==> src/rtl/lsu_ctrl.sv <==
// Load/store unit controller for the DTCM.
// Issues one SRAM access per accepted command. Load results come back
// through a small in-order response FIFO, which sends each result either
// to the AGU or to the long-pipe writeback port.
module lsu_ctrl #(
    parameter int unsigned AW    = 16,
    parameter int unsigned DW    = 32,
    parameter int unsigned ITAGW = 1,
    parameter int unsigned DEPTH = 2
) (
    input  logic               clk,
    input  logic               rst_n,

    input  logic               agu_cmd_valid,
    output logic               agu_cmd_ready,
    input  logic [AW-1:0]      agu_cmd_addr,
    input  logic               agu_cmd_read,
    input  logic [ITAGW-1:0]   agu_cmd_itag,
    input  logic [DW-1:0]      agu_cmd_wdata,
    input  logic [DW/8-1:0]    agu_cmd_wmask,
    input  logic               agu_cmd_back2agu,

    output logic               agu_rsp_valid,
    input  logic               agu_rsp_ready,
    output logic [DW-1:0]      agu_rsp_rdata,

    output logic               lsu_wbck_valid,
    input  logic               lsu_wbck_ready,
    output logic [DW-1:0]      lsu_wbck_data,
    output logic [ITAGW-1:0]   lsu_wbck_itag,

    output logic               ram_cs,
    output logic               ram_we,
    output logic [AW-3:0]      ram_addr,
    output logic [DW/8-1:0]    ram_wem,
    output logic [DW-1:0]      ram_din,
    input  logic [DW-1:0]      ram_dout
);

    localparam int unsigned PW = (DEPTH > 1) ? $clog2(DEPTH) : 1;
    localparam int unsigned CW = $clog2(DEPTH + 1);
    localparam logic [CW-1:0] DepthC = CW'(DEPTH);
    localparam logic [PW-1:0] LastP  = PW'(DEPTH - 1);

    // Credit count: loads accepted but not yet handed out (SRAM stage + FIFO).
    logic [CW-1:0]    cnt_q;
    logic [CW-1:0]    fifo_cnt_q;
    logic [PW-1:0]    wptr_q;
    logic [PW-1:0]    rptr_q;

    logic [DW-1:0]    fifo_data_q [DEPTH];
    logic [ITAGW-1:0] fifo_itag_q [DEPTH];
    logic             fifo_b2a_q  [DEPTH];

    // A load sits in the SRAM stage for one cycle before its data is pushed.
    logic             pend_q;
    logic [ITAGW-1:0] pend_itag_q;
    logic             pend_b2a_q;

    logic accept;
    logic load_acc;
    logic push;
    logic pop;
    logic head_valid;
    logic head_b2a;

    // The byte offset plays no part in a word-wide SRAM access.
    logic unused_addr_lsb;
    assign unused_addr_lsb = ^agu_cmd_addr[1:0];

    function automatic logic [PW-1:0] inc_ptr(input logic [PW-1:0] p);
        return (p == LastP) ? '0 : p + 1'b1;
    endfunction

    assign head_valid = (fifo_cnt_q != '0);
    assign head_b2a   = fifo_b2a_q[rptr_q];
    assign pop        = head_valid & (head_b2a ? agu_rsp_ready : lsu_wbck_ready);
    assign push       = pend_q;

    // A pop in this cycle frees a credit early, so a full queue can keep one
    // accept per cycle. Reset gates ready, so no SRAM access is issued during reset.
    assign agu_cmd_ready = rst_n & ((cnt_q < DepthC) | pop);
    assign accept        = agu_cmd_valid & agu_cmd_ready;
    assign load_acc      = accept & agu_cmd_read;

    assign ram_cs   = accept;
    assign ram_we   = ~agu_cmd_read;
    assign ram_addr = agu_cmd_addr[AW-1:2];
    assign ram_din  = agu_cmd_wdata;
    assign ram_wem  = agu_cmd_read ? '0 : agu_cmd_wmask;

    // Exactly one channel sees the head. Data is zeroed when that channel is not valid.
    assign agu_rsp_valid  = head_valid & head_b2a;
    assign agu_rsp_rdata  = agu_rsp_valid ? fifo_data_q[rptr_q] : '0;
    assign lsu_wbck_valid = head_valid & ~head_b2a;
    assign lsu_wbck_data  = lsu_wbck_valid ? fifo_data_q[rptr_q] : '0;
    assign lsu_wbck_itag  = lsu_wbck_valid ? fifo_itag_q[rptr_q] : '0;

    // Credit counter: +1 on a load accept, -1 on a pop, unchanged if both occur.
    always_ff @(posedge clk or negedge rst_n) begin
        if (!rst_n) begin
            cnt_q <= '0;
        end else if (load_acc && !pop) begin
            cnt_q <= cnt_q + 1'b1;
        end else if (pop && !load_acc) begin
            cnt_q <= cnt_q - 1'b1;
        end
    end

    // SRAM-stage tracking: remember the tag and route of a load issued this cycle.
    always_ff @(posedge clk or negedge rst_n) begin
        if (!rst_n) begin
            pend_q      <= 1'b0;
            pend_itag_q <= '0;
            pend_b2a_q  <= 1'b0;
        end else begin
            pend_q <= load_acc;
            if (load_acc) begin
                pend_itag_q <= agu_cmd_itag;
                pend_b2a_q  <= agu_cmd_back2agu;
            end
        end
    end

    // FIFO pointers and occupancy; pointers wrap modulo DEPTH.
    always_ff @(posedge clk or negedge rst_n) begin
        if (!rst_n) begin
            wptr_q     <= '0;
            rptr_q     <= '0;
            fifo_cnt_q <= '0;
        end else begin
            if (push) wptr_q <= inc_ptr(wptr_q);
            if (pop)  rptr_q <= inc_ptr(rptr_q);
            if (push && !pop) begin
                fifo_cnt_q <= fifo_cnt_q + 1'b1;
            end else if (pop && !push) begin
                fifo_cnt_q <= fifo_cnt_q - 1'b1;
            end
        end
    end

    // FIFO storage: capture the raw SRAM word one cycle after the load was issued.
    always_ff @(posedge clk or negedge rst_n) begin
        if (!rst_n) begin
            for (int unsigned i = 0; i < DEPTH; i++) begin
                fifo_data_q[i] <= '0;
                fifo_itag_q[i] <= '0;
                fifo_b2a_q[i]  <= 1'b0;
            end
        end else if (push) begin
            fifo_data_q[wptr_q] <= ram_dout;
            fifo_itag_q[wptr_q] <= pend_itag_q;
            fifo_b2a_q[wptr_q]  <= pend_b2a_q;
        end
    end

endmodule

==> config.mk <==
export PLATFORM = sky130hd
export DESIGN_NAME = lsu_ctrl
export DESIGN_NICKNAME = d
export VERILOG_FILES = /design/src/rtl/lsu_ctrl.sv
export SDC_FILE = /design/constraint.sdc
export NUM_CORES = 1
export LEC_CHECK = 0
export CORE_MARGIN = 2
export CORE_UTILIZATION = 36
export CTS_CLUSTER_DIAMETER = 150
export CTS_CLUSTER_SIZE = 12
export DETAILED_ROUTE_END_ITERATION = 8
export MAX_ROUTING_LAYER = met4
export PLACE_DENSITY = 0.78
export RECOVER_POWER = 100
export SETUP_SLACK_MARGIN = 0.4
export SKIP_LAST_GASP = 1
export SYNTH_ARGS = -nofsm -noshare
export SYNTH_HDL_FRONTEND = slang
export SYNTH_SLANG_ARGS = --single-unit
==> constraint.sdc <==
create_clock -name clk -period 2 [get_ports clk]
set_input_delay 0.5 -clock clk [delete_from_list [all_inputs] [get_ports clk]]
set_output_delay 0.5 -clock clk [all_outputs]
set_load 0.1 [all_outputs]
==> impl_metrics.env, run 1 <==
export IMPL_seq_area_frac_synth=0.490
export IMPL_finalCritPeriodShare=1.17
export IMPL_drtAntennaViolNets=0
export IMPL_layout_common_cells="76 x dfrtp_1, 74 x buf_12, 68 x mux2_2, 65 x nor2_4, 39 x buf_4"
export IMPL_worst_slack_ns=-0.339
export IMPL_hold_buffers=0
export IMPL_cts_root_buf="clkbuf_8"
export IMPL_cts_clk_slew_worst_paths_ns=0.07
export IMPL_crit_fanout=3
export IMPL_min_to="wptr_q"
export IMPL_start_util=0.366
export IMPL_layout_commonest_cell="dfrtp_1"
export IMPL_clockBufferDepth=2
export IMPL_cts_made_buffers=9
export IMPL_ios=212
export IMPL_dr_pass1_iters=3
export IMPL_dp_cells=587
export IMPL_yosys_top_cells_area="dfrtp_1 49%, mux2_2 19%, buf_4 9.0%"
export IMPL_startpoint_type="flop"
export IMPL_r2r_cells=10
export IMPL_worst_pin_slew_ns=1.27
export IMPL_overflow=0
export IMPL_fin_cells=611
export IMPL_outcome="finished with violations"
export IMPL_r2r_end="pend_itag_q"
export IMPL_die_h_um=109
export IMPL_antenna_found_initial=0
export IMPL_setup_violations=75
export IMPL_synth_top_family_by_area="multiplexers"
export IMPL_min_path_type="flop to flop"
export IMPL_synth_nets=435
export IMPL_synthMuxAreaShare=0.291
export IMPL_insertion_delay_ns=0.34
export IMPL_dpl_hpwl_mm=7.32
export IMPL_utilization=0.649
export IMPL_wl_per_cell_um=17.0
export IMPL_synthSimpleGateAreaFrac=0.0757
export IMPL_slew_headroom=0.151
export IMPL_antenna_cells=0
export IMPL_clock_skew_ns=0.00720
export IMPL_synth_compound_area_share=0.00954
export IMPL_drive_gt1_frac=0.643
export IMPL_synth_seq_cells=77
export IMPL_clock_sinks=77
export IMPL_cp_arrival_ns=1.84
export IMPL_slew_violations=0
export IMPL_vias=2914
export IMPL_area_growth_synth_to_final_pct=77.1
export IMPL_violations="negative setup slack"
export IMPL_die_w_um=109
export IMPL_synth_top_cell_area_share=0.490
export IMPL_hp_start="wptr_q"
export IMPL_holdPathStages=1
export IMPL_grt_usage=0.185
export IMPL_syn_area_per_cell_um2=11.5
export IMPL_yosysTopAreaCell="dfrtp_1"
export IMPL_cts_max_level=3
export IMPL_synth_cell_type_count=23
export IMPL_cp_required_ns=1.50
export IMPL_fin_nets=561
export IMPL_setup_tns_ns=-20.82
export IMPL_synth_area_um2=3940
export IMPL_synthXorXnorAreaFrac=0.0178
export IMPL_grt_pass1_vias=3165
export IMPL_min_period_ns=2.34
export IMPL_design_die_area_um2=11800
export IMPL_synthAdderAreaFrac=0.00636
export IMPL_core_um2=10700
export IMPL_grt_pass1_wl_mm=16.1
export IMPL_clock_fmax_mhz=428
export IMPL_grt_max_degree=54
export IMPL_place_gp_congestion=0.755
export IMPL_drc=0
export IMPL_io_buffers=117
export IMPL_r2r_start="rptr_q"
export IMPL_drt_wl_total_mm=10.4
export IMPL_drt_vias_per_instance=4.77
export IMPL_dr_first_iter_drc_count=49
export IMPL_r2r_setup_slack_ns=-0.32
export IMPL_cap_violations=0
export IMPL_yosysWarnings=0
export IMPL_synth_cells=341
export IMPL_tritoncts="done"
export IMPL_path_class="flop to output pin"
export IMPL_rsz0062_at_grt="true"
export IMPL_hold_viol=0
export IMPL_num_rows=38
export IMPL_endpoint_kind="output pin"
## logic make-up (layout without fill, tap and decap cells)
group,count (synthesis),count (layout)
multiplexers,105,105
flip-flops,77,77
AND/OR/NAND/NOR,75,75
buffers and inverters,68,198
XOR/XNOR,8,8
AO/OA/AOI/OAI,6,6
adder cells (fa/ha/maj),2,2
## per-stage QoR
step / hold WS (ns) / worst slack (ns) / area [um2]
floorplan: 0.204 / -0.616 / 4560
global placement: 0.479 / -0.311 / 6640
detailed placement: 0.493 / -0.315 / 6640
CTS: 0.161 / -0.367 / 7000
global route: 0.517 / -0.406 / 6970
finish: 0.501 / -0.339 / 6970
## critical path, stage by stage, from the launching register on
cell	delay, ns
dfrtp_2	0.40
mux2i_4	0.28
mux2_4	0.36
a21boi_4	0.14
and2_4	0.16
buf_12	0.16
## layout make-up
cell class                      count  area, um2
Multi-Input combinational cell    196       2200
Clock inverter                      4       72.6
Clock buffer                       11        141
Tap cell                          140        175
Sequential cell                    77       1930
Fill cell                         822       3770
Inverter                            4       21.3
Timing Repair Buffer              179       2440
## cells in the mapped netlist (all sizes together)
library cell / instances
xor2: 5
o21bai: 1
nor2: 67
mux2: 71
dfrtp: 77
inv: 4
a21o: 1
mux2i: 34
a21boi: 1
nor2b: 5
o21ai: 3
nand2: 1
buf: 53
clkbuf: 11
and2: 1
ha: 2
nand3: 1
xnor2: 3
## repair_timing
item | 4_1_cts | 5_1_grt
pin swaps | 5 | 3
setup endpoints to repair | 80 | 77
setup buffers | 6 | 0
cloned | 1 | 2
resized for setup | 31 | 6
## how the worst max path moves through the flow
stage / startpoint / to / slack [ns] / cells after the start
after detailed placement: lsu_wbck_ready / ram_cs / -0.31 / 6
after floorplan: rptr_q / ram_cs / -0.62 / 5
final: rptr_q / ram_cs / -0.34 / 5
after global routing: rptr_q / ram_cs / -0.41 / 5
after CTS: rptr_q / ram_cs / -0.37 / 5
after global placement: agu_rsp_ready / ram_cs / -0.31 / 6
## metal layers
| layer | GRT usage | vias to the layer above | wire, um |
|---|---|---|---|
| met1 | 0.196 | 1453 | 3770 |
| met2 | 0.324 | 71 | 5640 |
| met4 | 0.0962 | 0 | 394 |
| met5 | - | - | 0 |
| met3 | 0.0374 | 52 | 561 |
| li1 | - | 1338 | - |
## state kept, by name, indices dropped and copies added, names as in the netlist
name,flops
fifo_b2a_q,2
pend_itag_q,1
pend_q,1
rptr_q,1
cnt_q,2
wptr_q,1
fifo_cnt_q,2
fifo_itag_q,2
fifo_data_q,64
pend_b2a_q,1
Power of run 1 is not shown: default switching activity piles up to over one toggle a cycle in this logic, so the estimate is an artifact.
==> inputs of run 2 (changes only) <==
--- a/config.mk
+++ b/config.mk
@@ -10,7 +10,7 @@
 export CTS_CLUSTER_DIAMETER = 150
 export CTS_CLUSTER_SIZE = 12
 export DETAILED_ROUTE_END_ITERATION = 8
-export MAX_ROUTING_LAYER = met4
+export GPL_ROUTABILITY_DRIVEN = 0
 export PLACE_DENSITY = 0.78
 export RECOVER_POWER = 100
 export SETUP_SLACK_MARGIN = 0.4
==> run 2 against run 1 <==
The flow still finishes with violations (negative setup slack); final area is 0.43% higher; register-to-register slack about the same; count of clock-buffer cells in the layout unchanged; die area unchanged; first-iteration DRC count is 14% lower; final cell count grew 0.33%; worst setup slack improved by 0.0061 ns; worst hold slack is essentially flat; largest cell class unchanged; sequential cell count stayed put; critical endpoint unchanged; sequential share of layout area down 0.10 points; highest routed layer unchanged; via count is 0.14% higher.
==> impl_metrics.env, run 2 (same netlist as run 1, synthesis figures left out) <==
export IMPL_outcome="finished with violations"
export IMPL_violations="negative setup slack"
export IMPL_design_die_area_um2=11800
export IMPL_clock_fmax_mhz=429
export IMPL_rsz0062_at_grt="true"
export IMPL_cts_max_level=3
export IMPL_cp_required_ns=1.50
export IMPL_tritoncts="done"
export IMPL_core_um2=10700
export IMPL_hold_buffers=0
export IMPL_grt_usage=0.179
export IMPL_overflow=0
export IMPL_drt_vias_per_instance=4.76
export IMPL_setup_violations=75
export IMPL_min_path_type="flop to flop"
export IMPL_setup_tns_ns=-20.68
export IMPL_clock_sinks=77
export IMPL_grt_max_degree=54
export IMPL_crit_fanout=3
export IMPL_die_w_um=109
export IMPL_drt_wl_total_mm=10.5
export IMPL_grt_pass1_wl_mm=16.1
export IMPL_antenna_found_initial=0
export IMPL_worst_slack_ns=-0.332
export IMPL_place_area_um2=6640
export IMPL_worst_pin_slew_ns=1.27
export IMPL_utilization=0.651
export IMPL_cts_clk_slew_worst_paths_ns=0.07
export IMPL_layout_common_cells="75 x dfrtp_1, 74 x buf_12, 68 x mux2_2, 65 x nor2_4, 40 x buf_4"
export IMPL_die_h_um=109
export IMPL_path_class="flop to output pin"
export IMPL_vias=2918
export IMPL_fin_nets=563
export IMPL_startpoint_type="flop"
export IMPL_max_flop_register="fifo_data_q"
export IMPL_clock_skew_ns=0.00656
export IMPL_final_area_um2=7000
export IMPL_start_util=0.366
export IMPL_min_period_ns=2.33
export IMPL_slew_violations=0
export IMPL_cap_violations=0
export IMPL_clockBufferDepth=2
export IMPL_finalCritPeriodShare=1.17
export IMPL_dr_first_iter_drc_count=42
export IMPL_drive_gt1_frac=0.649
export IMPL_drc=0
export IMPL_dpl_hpwl_mm=7.32
export IMPL_wl_per_cell_um=17.1
export IMPL_fin_cells=613
export IMPL_largest_register_ffs=64
export IMPL_layout_commonest_cell="dfrtp_1"
export IMPL_dp_cells=587
export IMPL_antenna_cells=0
export IMPL_layout_filler_cells=818
export IMPL_dr_pass1_iters=4
export IMPL_io_buffers=117
export IMPL_hold_viol=0
export IMPL_slew_headroom=0.155
export IMPL_grt_pass1_vias=3169
export IMPL_endpoint_kind="output pin"
export IMPL_ios=212
export IMPL_area_growth_synth_to_final_pct=77.9
export IMPL_cts_made_buffers=9
export IMPL_drtAntennaViolNets=0
export IMPL_cts_root_buf="clkbuf_8"
export IMPL_num_rows=38
export IMPL_cp_arrival_ns=1.83
export IMPL_insertion_delay_ns=0.33
-- run 2: stage by stage --
step	hold slack, ns	setup WS, ns
floorplan	0.204	-0.616
global placement	0.479	-0.311
detailed placement	0.493	-0.315
CTS	0.161	-0.367
global route	0.517	-0.404
finish	0.501	-0.332
-- run 2: final cells by class --
class                      count  area [um2]  share of cell area
inverter                       4        21.3             0.00304
tap                          140         175              0.0250
clock buffer                  11         141              0.0202
timing repair buffer         181        2460               0.352
multi-input combinational    196        2200               0.314
clock inverter                 4        72.6              0.0104
sequential                    77        1930               0.276
-- run 2: worst max-delay path, stage by stage, from the launching register on --
cell      delay [ns]
dfrtp_2         0.40
mux2i_4         0.28
mux2_4          0.36
a21boi_4        0.14
and2_4          0.16
buf_12          0.16
-- run 2: final timing paths --
kind | start | to | slack, ns | depth (start not counted)
max | rptr_q | ram_cs | -0.33 | 5
min | wptr_q | wptr_q | 0.50 | 1
max reg2reg | rptr_q | pend_itag_q | -0.32 | 10
min reg2reg | wptr_q | wptr_q | 0.50 | 1
max in group asynchronous | rst_n | fifo_cnt_q[1] | 0.48 | 2
min in group asynchronous | rst_n | fifo_data_q[2] | 0.62 | 2
-- run 2: layer usage --
layer	share of wire	vias up	GRT usage
li1	-	1336	-
met1	0.36	1463	0.191
met2	0.55	70	0.324
met3	0.055	49	0.0422
met4	0.039	0	0.0962
met5	0	-	0
-- run 2: repair_timing --
item | CTS | global route
cloned | 1 | 3
pin swaps | 5 | 4
hold endpoints to repair | 0 | 0
resized for setup | 31 | 7
endpoints found under the setup margin | 80 | 77
setup buffers | 6 | 1
Power of run 2 is left out for the same reason.
==> inputs of run 3 (changes only) <==
--- a/config.mk
+++ b/config.mk
@@ -6,12 +6,12 @@
 export NUM_CORES = 1
 export LEC_CHECK = 0
 export CORE_MARGIN = 2
-export CORE_UTILIZATION = 36
-export CTS_CLUSTER_DIAMETER = 150
+export CORE_UTILIZATION = 43
+export CTS_CLUSTER_DIAMETER = 50
 export CTS_CLUSTER_SIZE = 12
 export DETAILED_ROUTE_END_ITERATION = 8
 export GPL_ROUTABILITY_DRIVEN = 0
-export PLACE_DENSITY = 0.78
+export PLACE_DENSITY = 0.87
 export RECOVER_POWER = 100
 export SETUP_SLACK_MARGIN = 0.4
 export SKIP_LAST_GASP = 1
==> constraint.sdc (replaced) <==
create_clock -name clk -period 2.7 [get_ports clk]
set_input_delay 0.675 -clock clk [delete_from_list [all_inputs] [get_ports clk]]
set_output_delay 0.675 -clock clk [all_outputs]
set_load 0.1 [all_outputs]
==> run 3 against run 2 <==
The run ends with max-capacitance violations, max-slew violations left; first-iteration DRC count up 100%; highest routed layer unchanged; final cell count down 12%; routed wire length up 2.3%; sequential cell count unchanged; die area down 16%; critical path depth up 1; final area down 10%; worst hold slack better by 0.0055 ns; sequential share of layout area up 3.0 points; non-clock buffer count down 40.
==> impl_metrics.env, run 3 (same netlist as run 1, synthesis figures left out) <==
export IMPL_outcome="finished with violations"
export IMPL_violations="max-capacitance violations, max-slew violations"
export IMPL_drt_vias_per_instance=5.21
export IMPL_largest_register_ffs=64
export IMPL_antenna_cells=0
export IMPL_slew_violations=78
export IMPL_area_growth_synth_to_final_pct=60.2
export IMPL_endpoint_kind="output pin"
export IMPL_die_h_um=99.7
export IMPL_path_class="flop to output pin"
export IMPL_startpoint_type="flop"
export IMPL_dpl_hpwl_mm=7.23
export IMPL_layout_common_cells="76 x dfrtp_1, 67 x mux2_2, 65 x nor2_4, 42 x buf_6, 39 x clkdlybuf4s50_1"
export IMPL_vias=2824
export IMPL_die_w_um=99.7
export IMPL_clockBufferDepth=2
export IMPL_slew_headroom=-0.253
export IMPL_min_path_type="flop to flop"
export IMPL_max_flop_register="fifo_data_q"
export IMPL_fin_nets=523
export IMPL_fin_cells=542
export IMPL_num_rows=34
export IMPL_clock_skew_ns=0.0104
export IMPL_ios=212
export IMPL_cp_arrival_ns=1.90
export IMPL_dr_first_iter_drc_count=86
export IMPL_layout_commonest_cell="dfrtp_1"
export IMPL_cts_clk_slew_worst_paths_ns=0.08
export IMPL_wl_per_cell_um=19.7
export IMPL_core_um2=8810
export IMPL_antenna_found_initial=0
export IMPL_drt_wl_total_mm=10.7
export IMPL_grt_pass1_vias=3247
export IMPL_hold_viol=0
export IMPL_drtAntennaViolNets=0
export IMPL_clock_sinks=77
export IMPL_cts_made_buffers=9
export IMPL_dp_cells=514
export IMPL_cap_violations=1
export IMPL_tritoncts="done"
export IMPL_cts_max_level=3
export IMPL_dr_pass1_iters=4
export IMPL_start_util=0.447
export IMPL_min_period_ns=2.58
export IMPL_cts_root_buf="clkbuf_8"
export IMPL_drc=0
export IMPL_insertion_delay_ns=0.33
export IMPL_layout_filler_cells=575
export IMPL_setup_violations=0
export IMPL_finalCritPeriodShare=0.955
export IMPL_io_buffers=117
export IMPL_grt_usage=0.217
export IMPL_crit_fanout=5
export IMPL_worst_pin_slew_ns=1.88
export IMPL_cp_required_ns=2.03
export IMPL_grt_max_degree=78
export IMPL_rsz0062_at_grt="true"
export IMPL_grt_pass1_wl_mm=16.7
export IMPL_drive_gt1_frac=0.654
export IMPL_overflow=0
export IMPL_design_die_area_um2=9930
export IMPL_clock_fmax_mhz=388
==> run 3: cell types whose count changed in the layout (fill, tap and decap cells not counted), moves of 4 or more <==
| cell | previous run | this run |
|---|---|---|
| buf_12 | 74 | 23 |
| buf_4 | 40 | 14 |
| buf_6 | 9 | 42 |
| mux2i_1 | 33 | 5 |
| mux2i_2 | 0 | 16 |
| mux2i_4 | 1 | 13 |
| nor2b_2 | 0 | 5 |
| nor2b_4 | 4 | 0 |
==> run 3: path summary, 6_finish.rpt <==
kind / from / endpoint / slack [ns] / cells past startpoint
min reg2reg: cnt_q[0] / cnt_q[0] / 0.51 / 1
max in group asynchronous: rst_n / rptr_q / 0.53 / 2
max reg2reg: pend_q / fifo_data_q[44] / 0.41 / 3
min in group asynchronous: rst_n / fifo_itag_q[1] / 0.95 / 2
max: rptr_q / agu_rsp_rdata[0] / 0.12 / 6
min: cnt_q[0] / cnt_q[0] / 0.51 / 1
==> run 3: critical path, cell delays in order, from the launching register on <==
cell      delay, ns
dfrtp_2        0.45
mux2i_4        0.21
o21bai_4       0.24
buf_12         0.18
buf_12         0.13
nor2_4         0.06
buf_4          0.28
==> run 3: routing by layer <==
layer / part of all wire / vias to the layer above / routed length, um / track usage
met5: 0 / - / 0 / 0
met4: 0.034 / 0 / 369 / 0.101
met3: 0.056 / 31 / 602 / 0.0562
met2: 0.55 / 101 / 5910 / 0.390
met1: 0.36 / 1419 / 3820 / 0.240
li1: - / 1273 / - / -
==> run 3: final cells by class <==
cell class	count	area, um2	area share
clock buffers	10	128	0.0203
flip-flops and latches	77	1930	0.306
well taps	108	135	0.0214
repair buffers	141	1670	0.265
multi-input cells	196	2330	0.370
clock inverters	6	87.6	0.0139
inverters	4	18.8	0.00298
==> run 3: repair_timing <==
action | in CTS | in global routing
hold buffers | 0 | 0
endpoints found under the setup margin | 74 | 69
buffers inserted | 5 | 1
gates cloned | 3 | 3
pin swaps | 3 | 5
resized for setup | 45 | 12
==> run 3: stage by stage <==
step	hold slack (ns)	util	TNS (ns)	cell area (um2)	setup WS, ns
detailed placement	0.492	0.711	0	6260	0.0498
global route	0.527	0.716	0	6300	0.0377
global placement	0.477	0.711	0	6260	0.0578
floorplan	0.379	-	-0.0931	4530	-0.0931
finish	0.506	0.716	0	6300	0.121
CTS	0.507	0.776	0	6830	0.108
Power of run 3 is left out for the same reason.
